<file path="config.mk">
export PLATFORM = sky130hd
export DESIGN_NAME = reset_sequencer
export DESIGN_NICKNAME = d
export VERILOG_FILES = /design/src/rtl/matrak_rst_pkg.sv /design/src/rtl/rst_wdt.sv /design/src/rtl/reset_sequencer.sv
export SDC_FILE = /design/constraint.sdc
export NUM_CORES = 1
export LEC_CHECK = 0
export CAP_MARGIN = 20
export CORE_AREA = 2 2 47 49
export CTS_CLUSTER_SIZE = 12
export DETAILED_ROUTE_END_ITERATION = 8
export DIE_AREA = 0 0 49 51
export GPL_ROUTABILITY_DRIVEN = 0
export PLACE_DENSITY = 0.5
export SLEW_MARGIN = 20
export SYNTH_ARGS = -nofsm -noshare
export SYNTH_HDL_FRONTEND = slang
export SYNTH_SLANG_ARGS = --single-unit
export TNS_END_PERCENT = 1
</file>
<file path="constraint.sdc">
create_clock -name clk_i -period 1.8 [get_ports clk_i]
set_clock_uncertainty 0.2 [all_clocks]
set_input_delay 0.27 -clock clk_i [delete_from_list [all_inputs] [get_ports clk_i]]
set_output_delay 0.27 -clock clk_i [all_outputs]
set_load 0.01 [all_outputs]
</file>
<file path="src/rtl/matrak_rst_pkg.sv">
// Shared definitions for the Matrak reset sequencer: FSM state encoding and default timing.
package matrak_rst_pkg;

  typedef enum logic [1:0] {
    ST_ASSERT  = 2'd0,
    ST_RELEASE = 2'd1,
    ST_RUN     = 2'd2
  } state_t;

  localparam int DEF_NUM_CH      = 3;
  localparam int DEF_HOLD_CYCLES = 16;
  localparam int DEF_GAP_CYCLES  = 4;
  localparam int DEF_WDT_CYCLES  = 1024;

  // Edge count (k) after which channel ch is released.
  function automatic int release_edge(input int hold, input int gap, input int ch);
    return hold + ch * gap;
  endfunction

endpackage

</file>
<file path="src/rtl/rst_wdt.sv">
// Watchdog counter for the reset sequencer; only instantiated when RST_WDT_EN is defined.
module rst_wdt
  import matrak_rst_pkg::*;
#(
  parameter int WDT_CYCLES = DEF_WDT_CYCLES
) (
  input  logic clk_i,
  input  logic rst_i,
  input  logic run_i,
  input  logic kick_i,
  input  logic soft_i,
  output logic expire_o
);

  localparam int W = $clog2(WDT_CYCLES);
  localparam logic [W-1:0] LAST = W'(WDT_CYCLES - 1);

  logic [W-1:0] cnt_q;

  // A soft request outranks expiry; either one leaves RUN, so clear on the way out.
  assign expire_o = run_i && !kick_i && (cnt_q == LAST);

  // NOTE: sequential state is written with non-blocking assignments only, so every
  // register samples the pre-edge values regardless of process ordering.
  always_ff @(posedge clk_i) begin
    if (rst_i || !run_i || kick_i || soft_i || expire_o) begin
      cnt_q <= '0;
    end else if (cnt_q != LAST) begin
      cnt_q <= cnt_q + 1'b1;
    end
  end

endmodule

</file>
<file path="src/rtl/reset_sequencer.sv">
// Matrak SoC reset sequencer: stretches rst_i and releases NUM_CH channels in staggered order.
// Optional watchdog-forced re-reset is enabled by defining RST_WDT_EN.
module reset_sequencer
  import matrak_rst_pkg::*;
#(
  parameter int NUM_CH      = DEF_NUM_CH,
  parameter int HOLD_CYCLES = DEF_HOLD_CYCLES,
  parameter int GAP_CYCLES  = DEF_GAP_CYCLES,
  parameter int WDT_CYCLES  = DEF_WDT_CYCLES
) (
  input  logic              clk_i,
  input  logic              rst_i,
  input  logic              soft_rst_req_i,
  input  logic              wdt_kick_i,
  output logic [NUM_CH-1:0] rst_o,
  output logic              ready_o,
  output logic              soft_rst_ack_o,
  output logic              wdt_fired_o
);

  localparam int CW = $clog2(HOLD_CYCLES + NUM_CH * GAP_CYCLES + 1);
  localparam logic [CW-1:0] CNT_MAX = '1;

  state_t            state_q, state_nxt;
  logic [CW-1:0]     cnt_q, cnt_nxt, cnt_inc;
  logic [NUM_CH-1:0] rst_q, rst_nxt;
  logic              ready_q, ready_nxt;
  logic              ack_q, ack_nxt;
  logic              wdt_expire;

  assign cnt_inc = (cnt_q == CNT_MAX) ? cnt_q : cnt_q + 1'b1;

  // NOTE: every variable driven here gets a default first, so no path leaves one
  // unassigned and no latch is inferred.
  always_comb begin
    state_nxt = state_q;
    cnt_nxt   = cnt_q;
    rst_nxt   = rst_q;
    ready_nxt = ready_q;
    ack_nxt   = 1'b0;

    unique case (state_q)
      ST_ASSERT, ST_RELEASE: begin
        cnt_nxt = cnt_inc;
        // Released channels stay released: only clear bits, never set them.
        for (int i = 0; i < NUM_CH; i++) begin
          if (int'(cnt_inc) >= release_edge(HOLD_CYCLES, GAP_CYCLES, i)) begin
            rst_nxt[i] = 1'b0;
          end
        end
        if (state_q == ST_ASSERT) begin
          if (int'(cnt_inc) >= HOLD_CYCLES) begin
            state_nxt = ST_RELEASE;
          end
        end else if (rst_q == '0) begin
          ready_nxt = 1'b1;
          state_nxt = ST_RUN;
        end
      end
      ST_RUN: begin
        if (soft_rst_req_i || wdt_expire) begin
          state_nxt = ST_ASSERT;
          cnt_nxt   = '0;
          rst_nxt   = '1;
          ready_nxt = 1'b0;
          ack_nxt   = soft_rst_req_i;
        end
      end
      default: begin
        state_nxt = ST_ASSERT;
        cnt_nxt   = '0;
        rst_nxt   = '1;
        ready_nxt = 1'b0;
      end
    endcase
  end

  always_ff @(posedge clk_i) begin
    if (rst_i) begin
      state_q <= ST_ASSERT;
      cnt_q   <= '0;
      rst_q   <= '1;
      ready_q <= 1'b0;
      ack_q   <= 1'b0;
    end else begin
      state_q <= state_nxt;
      cnt_q   <= cnt_nxt;
      rst_q   <= rst_nxt;
      ready_q <= ready_nxt;
      ack_q   <= ack_nxt;
    end
  end

`ifdef RST_WDT_EN
  logic fired_q;

  rst_wdt #(
    .WDT_CYCLES(WDT_CYCLES)
  ) u_wdt (
    .clk_i   (clk_i),
    .rst_i   (rst_i),
    .run_i   (state_q == ST_RUN),
    .kick_i  (wdt_kick_i),
    .soft_i  (soft_rst_req_i),
    .expire_o(wdt_expire)
  );

  // Sticky until board reset; a simultaneous soft request takes the credit instead.
  always_ff @(posedge clk_i) begin
    if (rst_i) begin
      fired_q <= 1'b0;
    end else if (state_q == ST_RUN && !soft_rst_req_i && wdt_expire) begin
      fired_q <= 1'b1;
    end
  end

  assign wdt_fired_o = fired_q;
`else
  logic unused_kick;

  assign unused_kick = wdt_kick_i;
  assign wdt_expire  = 1'b0;
  assign wdt_fired_o = 1'b0;
`endif

  assign rst_o          = rst_q;
  assign ready_o        = ready_q;
  assign soft_rst_ack_o = ack_q;

endmodule
</file>
==> results.toml <==
[power]
pwr-share-seq = 0.525
power_switching_w = 0.000116
p_clk_frac = 0.403
switching_share = 0.219
power.leakage_nw = 0.260
powerDensity_mw_per_mm2 = 726
power.combinational.fraction = 0.071
internal_power_w = 0.000415
irDropWorstVdd_uv = 297

[sta]
grt_setup_unrepaired = "false"
endpoints_failing_hold = 0
finalCriticalPeriod_ns = 1.65
finalHoldWorstSlack_ns = 0.280
fmax_ghz = 0.605
worst_pin_slew_ns = 0.522
layout_worst_path_cycle_share = 0.919
drv_slew = 0
setup_viol = 0
max_slew_margin = 0.647

[drt]
routed_wire_length_per_instance_um = 10.8
drt_iter0_drc = 6
detail-route-antenna-nets = 0
routed_via_density = 4.75
totalWireLength_um = 1110
remaining_drc_errors = 0
detailedRoute.firstPassIterationCount = 4
dr_total_vias = 489

[critical_path]
critical_path_buf_inv_count = 1
cp_data_arrival_time_ns = 1.18
crit_required_ns = 1.33
worst_path_largest_cell_delay_ns = 0.55
worstPathMaxFanout = 3
critical_path.cell_chain = "clkdlybuf4s50_1"
crit_family = "buffers and inverters"
slack_of_the_worst_reg_to_reg_path_ns = 0.21
endpoint_kind = "primary output"
crit_slowest_cell = "sky130_fd_sc_hd__clkdlybuf4s50_1"
worstSetupStartpointType = "flop"
timing_worst_setup_path_type = "flop to primary output"

[yosys]
syn_area_per_cell_um2 = 9.26
post_synth_num_cell_types = 33
synth_nets = 67
ys_ff_latch = 12
syn-instance-count = 62
synth_warnings = 0
seq_area_frac_synth = 0.418
synth.cell_area_um2 = 574

[job]
max_cap_viol_count = 0

[clock_network]
tritoncts = "built"
post-cts-setup-buffer-count = 0
cts-resized-gates = 0
worst_skew_pair.late_latency_ns = 0.27
maximum_buffer_depth_of_the_clock_tree = 2
tritoncts_num_sinks = 12
cts_inserted_buffers = 3
cts_hold_buf = 0
cts.root.buffer_cell = "sky130_fd_sc_hd__clkbuf_4"
clk_pin_slew_worst_paths_ns = 0.07
cts_max_level = 1

[run_status]
run_status = "complete, no violations"

[final_layout]
diodes_inserted = 0
footprint_of_the_multi_input_gates_um2 = 298
regArea_um2 = 240
num-fill-cells = 220
nets = 81
layoutNonFillerInstCount = 103
final_layout_size_suffix_gt1_frac = 0.160
layout-area-overhead-vs-synth_pct = 27.5

[floorplanning]
die-width_um = 49
placement_rows = 17
initial_core_util = 0.278
core_area_mm2 = 0.00206
ios = 10
floorplan.die.height_um = 51
floorplan.die_area_mm2 = 0.00250

[worst_hold_path]
hold_path.class = "flop to flop"

[place]
placed_cells = 99
placed_wire_length_estimate_after_detailed_placement_um = 852
io_buffers = 7

[grt]
global_route.usage.total = 0.104
grt_pass1_vias = 457
number_of_antenna_violations_at_the_first_check_in_global_routing = 0
largest_net_degree_at_the_start_of_global_routing = 10
total_grt_overflow = 0
grt_pass1_wl_um = 1890
logic make-up after synthesis:
group	Yosys count	synth area share
and+or+nand+nor	19	0.209
DFF	12	0.418
adders and majority gates	1	0.0218
other	1	0.00653
muxes	2	0.0370
AOI/OAI and AO/OA	21	0.244
buffers and inverters	6	0.0632
state kept, by name (all words and copies together), names as in the netlist:
register        count
cnt_q               5
ready_o             1
rst_o               3
soft_rst_ack_o      1
state_q             2
area by class of cell:
class	instances	share of cell area
clock buffer	4	0.0496
inverter	2	0.0103
multi-input combinational	44	0.407
sequential	12	0.328
tap	28	0.0479
timing repair buffer	13	0.157
placed cells by master (no fill, tap or decap), types with 2 or more instances in the layout:
| cell | instances |
|---|---|
| sky130_fd_sc_hd__a31oi_1 | 2 |
| sky130_fd_sc_hd__a211oi_1 | 2 |
| sky130_fd_sc_hd__nand2b_1 | 2 |
| sky130_fd_sc_hd__clkbuf_4 | 3 |
| sky130_fd_sc_hd__a21oi_1 | 4 |
| sky130_fd_sc_hd__o21ai_0 | 5 |
| sky130_fd_sc_hd__nor2_1 | 4 |
| sky130_fd_sc_hd__nand2_1 | 4 |
| sky130_fd_sc_hd__dfxtp_1 | 12 |
| sky130_fd_sc_hd__buf_4 | 6 |
| sky130_fd_sc_hd__clkdlybuf4s50_1 | 7 |
| sky130_fd_sc_hd__inv_1 | 2 |
| sky130_fd_sc_hd__nor4b_1 | 2 |
synth_stat cells, drive strengths merged:
cell type	instances	area (µm²)
buf	3	23.8
clkbuf	1	5.00
nand2	4	15.0
o2bb2ai	1	8.76
and4b	1	10.0
inv	2	7.51
and2	1	6.26
a21boi	1	7.51
o211ai	1	7.51
a2bb2oi	1	8.76
nor2	4	15.0
a211oi	2	15.0
a211o	1	8.76
nand2b	2	12.5
nor4b	2	17.5
and4	1	8.76
o21ai	5	25.0
a32o	1	10.0
mux2i	1	10.0
a31oi	2	12.5
nand4	1	6.26
o22a	1	8.76
o21bai	1	7.51
dfxtp	12	240
mux2	1	11.3
and4bb	1	12.5
or4b	1	10.0
or2	1	6.26
a21oi	4	20.0
conb	1	3.75
ha	1	12.5
through the flow:
| step | setup TNS [ns] | area [µm²] | util | power [W] | worst slack, ns |
|---|---|---|---|---|---|
| detailed placement | -0.0207 | 696 | 0.337 | 0.000323 | -0.0207 |
| finish | 0 | 732 | 0.355 | 0.000531 | 0.146 |
| CTS | 0 | 732 | 0.355 | 0.000541 | 0.126 |
| global placement | 0 | 696 | 0.337 | 0.000323 | 0.00267 |
| floorplan | 0 | 574 | - | 0.000306 | 0.281 |
| global route | 0 | 732 | 0.355 | 0.000555 | 0.0947 |
power by group through the flow:
stage               sequential, W  clock, W  combinational (W)
detailed placement       0.000285         0          0.0000382
finish                   0.000279  0.000214          0.0000378
floorplan                0.000283         0          0.0000224
global route             0.000281  0.000233          0.0000420
global placement         0.000285         0          0.0000378
CTS                      0.000279  0.000224          0.0000383
worst paths after layout:
path / startpoint / endpoint / cells after the start
worst max-delay path: rst_o[1] / rst_o[1] / 1
worst min-delay path: ready_o / ready_o / 2
worst max register to register: cnt_q[1] / cnt_q[0] / 4
worst min register to register: ready_o / ready_o / 2
layer usage:
layer,vias to the layer above,part of all wire,track usage
met5,-,0,0
met4,0,0.054,0.114
met3,7,0.041,0.0234
met2,11,0.43,0.153
met1,216,0.47,0.118
li1,255,-,-
Power figures use the tool's default switching activity.
==> RTL edit 1: new RTL, config.mk and constraints unchanged <==
Re-encode `state_t` (3 states) as one-hot, 3 bits wide.
--- a/src/rtl/matrak_rst_pkg.sv
+++ b/src/rtl/matrak_rst_pkg.sv
@@ -1,10 +1,10 @@
 // Shared definitions for the Matrak reset sequencer: FSM state encoding and default timing.
 package matrak_rst_pkg;
 
-  typedef enum logic [1:0] {
-    ST_ASSERT  = 2'd0,
-    ST_RELEASE = 2'd1,
-    ST_RUN     = 2'd2
+  typedef enum logic [2:0] {
+    ST_ASSERT  = 3'b001,
+    ST_RELEASE = 3'b010,
+    ST_RUN     = 3'b100
   } state_t;
 
   localparam int DEF_NUM_CH      = 3;
Formal check against the unedited RTL: same outputs for any inputs over 10 cycles, from zero or initial values and one cycle with rst_i high; not proved beyond that.
==> RTL edit 1 against the original RTL <==
Global-route usage increased by 0.77 points. Sequential cell count grew 1. Largest power group unchanged. Wire length rose by 12%. Worst setup slack worse by 0.030 ns. Cell area is 6.8% higher. Critical path depth rose by 4. Power decreased by 4.2%. Synthesized area rose by 13%. Highest routed layer unchanged.
==> RTL edit 1: results (changes against the original RTL) <==
filler instances 222 (+0.91%); DR WL/cell 11.3 um (+4.7%); cell depth of the worst flop-to-flop path 4 (unchanged); crit path max fanout 7 (+4); Final #Nets 88 (+8.6%); number of global-route vias before repair 445 (-2.6%); Post-synth top cells dfxtp_1, nand2_1, nor2_1; syn_nets 75 (+12%); Cells on Worst Hold Path 2 (unchanged); reg2reg start state_q[1]; combinational cell power 0.0335 mW (-11%); #MultiIn Comb 53 (+20%); top cells by area, synth dfxtp_1, nand2_1, nor2_1, a31o_2, xnor2_1; vias 524 (+7.2%); Hold Path End rst_o[0]; Crit path arrival time 1.63 ns (+0.45 ns); CP delay by family, top compound AO/OA/AOI/OAI gates; Buffers excl. clock 10 (-3); slowest stage delay, CP 0.44 ns (-0.11 ns); P_int 0.397 mW (-4.5%); LEAKAGE 0.282 nW (+8.2%); library cells used by synthesis 35 (+6.1%); fraction of area in multi-input gates 46.1% (+5.4 points); num sequential 13 (+1); Total Routing Usage GR 11.1% (+0.77 points); Data buffer area share 11.8% (-3.9 points); outcome finished clean; r2r setup slk 0.14 ns (-0.07 ns); register share of total power 59.4% (+6.9 points); Seq/Total Area, Yosys 40.2% (-1.6 points); first-pass GRT wire length 2040 um (+7.7%); sw power 0.113 mW (-2.9%); Final HPWL DP 951 um (+12%); storage element area 260 um^2 (+8.3%); clock-cell share of area 3.36% (-1.6 points); largest net degree at the start of global routing 9 (-1); worst hold start rst_o[0]; maximum VDD drop 0.000232 V (-22%)
==> RTL edit 1: tightest hold or removal path, delay by kind of cell (launching register included) <==
family	cells	cell delay, ns
AND/OR/NAND/NOR	2	0.09
flip-flops	1	0.32
==> RTL edit 1: cells by family (layout without fill, tap and decap cells) <==
| logic type | count (synthesis) | count (layout) | share of synthesized area, % |
|---|---|---|---|
| simple gates | 28 | 28 | 24.4 |
| compound gates | 20 | 20 | 24.6 |
| flops | 13 | 13 | 40.2 |
| buf+inv | 4 | 16 | 4.06 |
| xor+xnor | 2 | 2 | 2.71 |
| fa+ha+maj | 1 | 1 | 1.93 |
| other cells | 1 | 1 | 0.580 |
| mux | 1 | 1 | 1.55 |
==> RTL edit 1: how the worst max path moves through the flow <==
| stage | start | end | slack (ns) | cells past startpoint |
|---|---|---|---|---|
| final | soft_rst_req_i | state_q[0] | 0.12 | 5 |
| after CTS | soft_rst_req_i | state_q[0] | 0.11 | 5 |
| after floorplan | state_q[0] | cnt_q[1] | 0.20 | 5 |
| after detailed placement | soft_rst_req_i | state_q[0] | -0.18 | 5 |
| after global routing | soft_rst_req_i | rst_o[1] | 0.007 | 5 |
| after global placement | soft_rst_req_i | state_q[0] | -0.17 | 5 |
==> RTL edit 1: layer usage <==
metal	global-route usage [%]	vias to the layer above	part of all wire (%)
met4	5.71	0	1.3
met1	12.5	244	49
li1	-	273	-
met5	0	-	0
met3	4.39	2	2.9
met2	18.3	5	46
==> RTL edit 1: through the flow <==
step           area (um^2)  worst slack, ns  utilization, %  std cells
6_report               782            0.116            37.9        110
5_1_grt                782          0.00715            37.9        110
4_1_cts                782            0.107            37.9        110
3_5_place_dp           756           -0.179            36.6        106
3_3_place_gp           756           -0.167            36.6        106
2_1_floorplan          647            0.197               -         70
==> RTL edit 2: new RTL, config.mk and constraints unchanged <==
Without the edit above. Set the package constant `DEF_NUM_CH` to 2 (it was 3).
--- a/src/rtl/matrak_rst_pkg.sv
+++ b/src/rtl/matrak_rst_pkg.sv
@@ -7,7 +7,7 @@
     ST_RUN     = 2'd2
   } state_t;
 
-  localparam int DEF_NUM_CH      = 3;
+  localparam int DEF_NUM_CH      = 2;
   localparam int DEF_HOLD_CYCLES = 16;
   localparam int DEF_GAP_CYCLES  = 4;
   localparam int DEF_WDT_CYCLES  = 1024;
Ports: changed (resized rst_o); port bits go from 10 to 9. The function was not compared with the original's and may differ.
==> RTL edit 2 against the original RTL <==
Register-to-register slack lost 0.06 ns. Final cell count shrank 3.9%. Wire length shrank 7.7%. Cell area shrank 9.4%. Power shrank 12%. Synthesized area shrank 7.8%. Utilization shrank 3.3 points. Die area is the same. Worst setup slack lost 0.012 ns. Sequential cell count shrank 1. Combinational power grew 6.6%. Global-route usage is essentially flat. Synthesized cell count shrank 4.8%. Largest cell class unchanged.
==> RTL edit 2: results (changes against the original RTL) <==
routed wl met3 42 um (-6.7%); Crit path arrival time 1.20 ns (+0.02 ns); top cells by area, synth dfxtp_1, a21oi_1, nor2_1, nor3_1, a2bb2oi_1; port bufs 6 (-1); syn_nets 64 (-4.5%); vias 453 (-7.4%); placement-stage cell area 637 um^2 (-8.5%); library cells used by synthesis 29 (-12%); CP delay by family, top buffers and inverters; Post-synth top cells dfxtp_1, nor2_1, a21oi_1; DR WL met2 469 um (-2.1%); share of layout cells above drive strength 1 15.5% (-0.51 points); postcts setup bufs 0 (unchanged); filler instances 225 (+2.3%); outcome finished clean; LEAKAGE 0.259 nW (-0.54%); wl on met1 490 um (-6.7%); worst slack at placement 0.146 ns (+0.167 ns); Clock transition at path regs 0.07 ns (about the same); main flop type after synthesis dfxtp_1; P_int 0.356 mW (-14%); antenna cells 0 (unchanged); first-pass GRT wire length 1850 um (-2.2%); DRT iter0 DRCs 8 (+2); Final #Nets 77 (-4.9%); crit path max fanout 4 (+1); Final HPWL DP 742 um (-13%); largest net degree at the start of global routing 13 (+3)
-- RTL edit 2: changes by cell type after synthesis, sizes merged, moves of 2 or more --
cell    delta
a211oi     -2
a21oi      +3
nor3       +4
nor4b      -2
o21ai      -3
nor2       +5
buf        -2
nand2      -2
-- RTL edit 2: area by class of cell --
class | count | area (um^2) | area share (%)
Timing Repair Buffer | 11 | 97.6 | 14.7
Inverter | 1 | 3.75 | 0.566
Clock buffer | 4 | 26.3 | 3.96
Sequential cell | 11 | 220 | 33.2
Tap cell | 28 | 35.0 | 5.28
Multi-Input combinational cell | 44 | 280 | 42.3
-- RTL edit 2: path summary, 6_finish.rpt --
check	from	end	slack [ns]	cells after the start
worst max-delay path	rst_o[0]	rst_o[0]	0.13	1
worst min-delay path	ready_o	ready_o	0.31	2
worst max register to register	cnt_q[1]	rst_o[1]	0.15	5
worst min register to register	ready_o	ready_o	0.31	2
-- RTL edit 2: metal layers --
metal	vias to the layer above	global-route usage (%)
li1	240	-
met1	204	12.0
met2	5	15.3
met3	4	5.26
met4	0	5.71
met5	-	0
-- RTL edit 2: logic make-up (layout without fill, tap and decap cells) --
| kind of cell | count (synthesis) | count (layout) | synth area share, % |
|---|---|---|---|
| other | 1 | 1 | 0.709 |
| adders and majority gates | 1 | 1 | 2.36 |
| and+or+nand+nor | 22 | 22 | 22.9 |
| xor gates and xnor gates | 1 | 1 | 1.66 |
| AOI/OAI and AO/OA | 17 | 17 | 21.3 |
| DFF | 11 | 11 | 41.6 |
| muxes | 2 | 2 | 4.02 |
| buffers and inverters | 4 | 16 | 5.44 |
-- RTL edit 2: worst register-to-register path, stage by stage, from the launching register on --
cell	delay [ns]
dfxtp_1	0.41
ha_1	0.31
nand2_1	0.08
a21oi_1	0.13
mux2_1	0.34
a21oi_1	0.12
-- RTL edit 2: stage by stage --
| stage | power [mW] | cells | util [%] | hold WS [ns] |
|---|---|---|---|---|
| 2_1_floorplan | 0.287 | 59 | - | 0.146 |
| 3_3_place_gp | 0.301 | 95 | 30.9 | 0.289 |
| 3_5_place_dp | 0.302 | 95 | 30.9 | 0.298 |
| 4_1_cts | 0.474 | 99 | 32.1 | 0.315 |
| 5_1_grt | 0.494 | 99 | 32.1 | 0.331 |
| 6_report | 0.467 | 99 | 32.1 | 0.307 |
-- RTL edit 2: power by group through the flow --
stage               clock network (mW)  registers [mW]  logic [mW]
floorplan                            0           0.262      0.0253
global placement                     0           0.262      0.0396
detailed placement                   0           0.262      0.0403
CTS                              0.178           0.256      0.0405
global route                     0.192           0.258      0.0444
finish                           0.171           0.256      0.0403
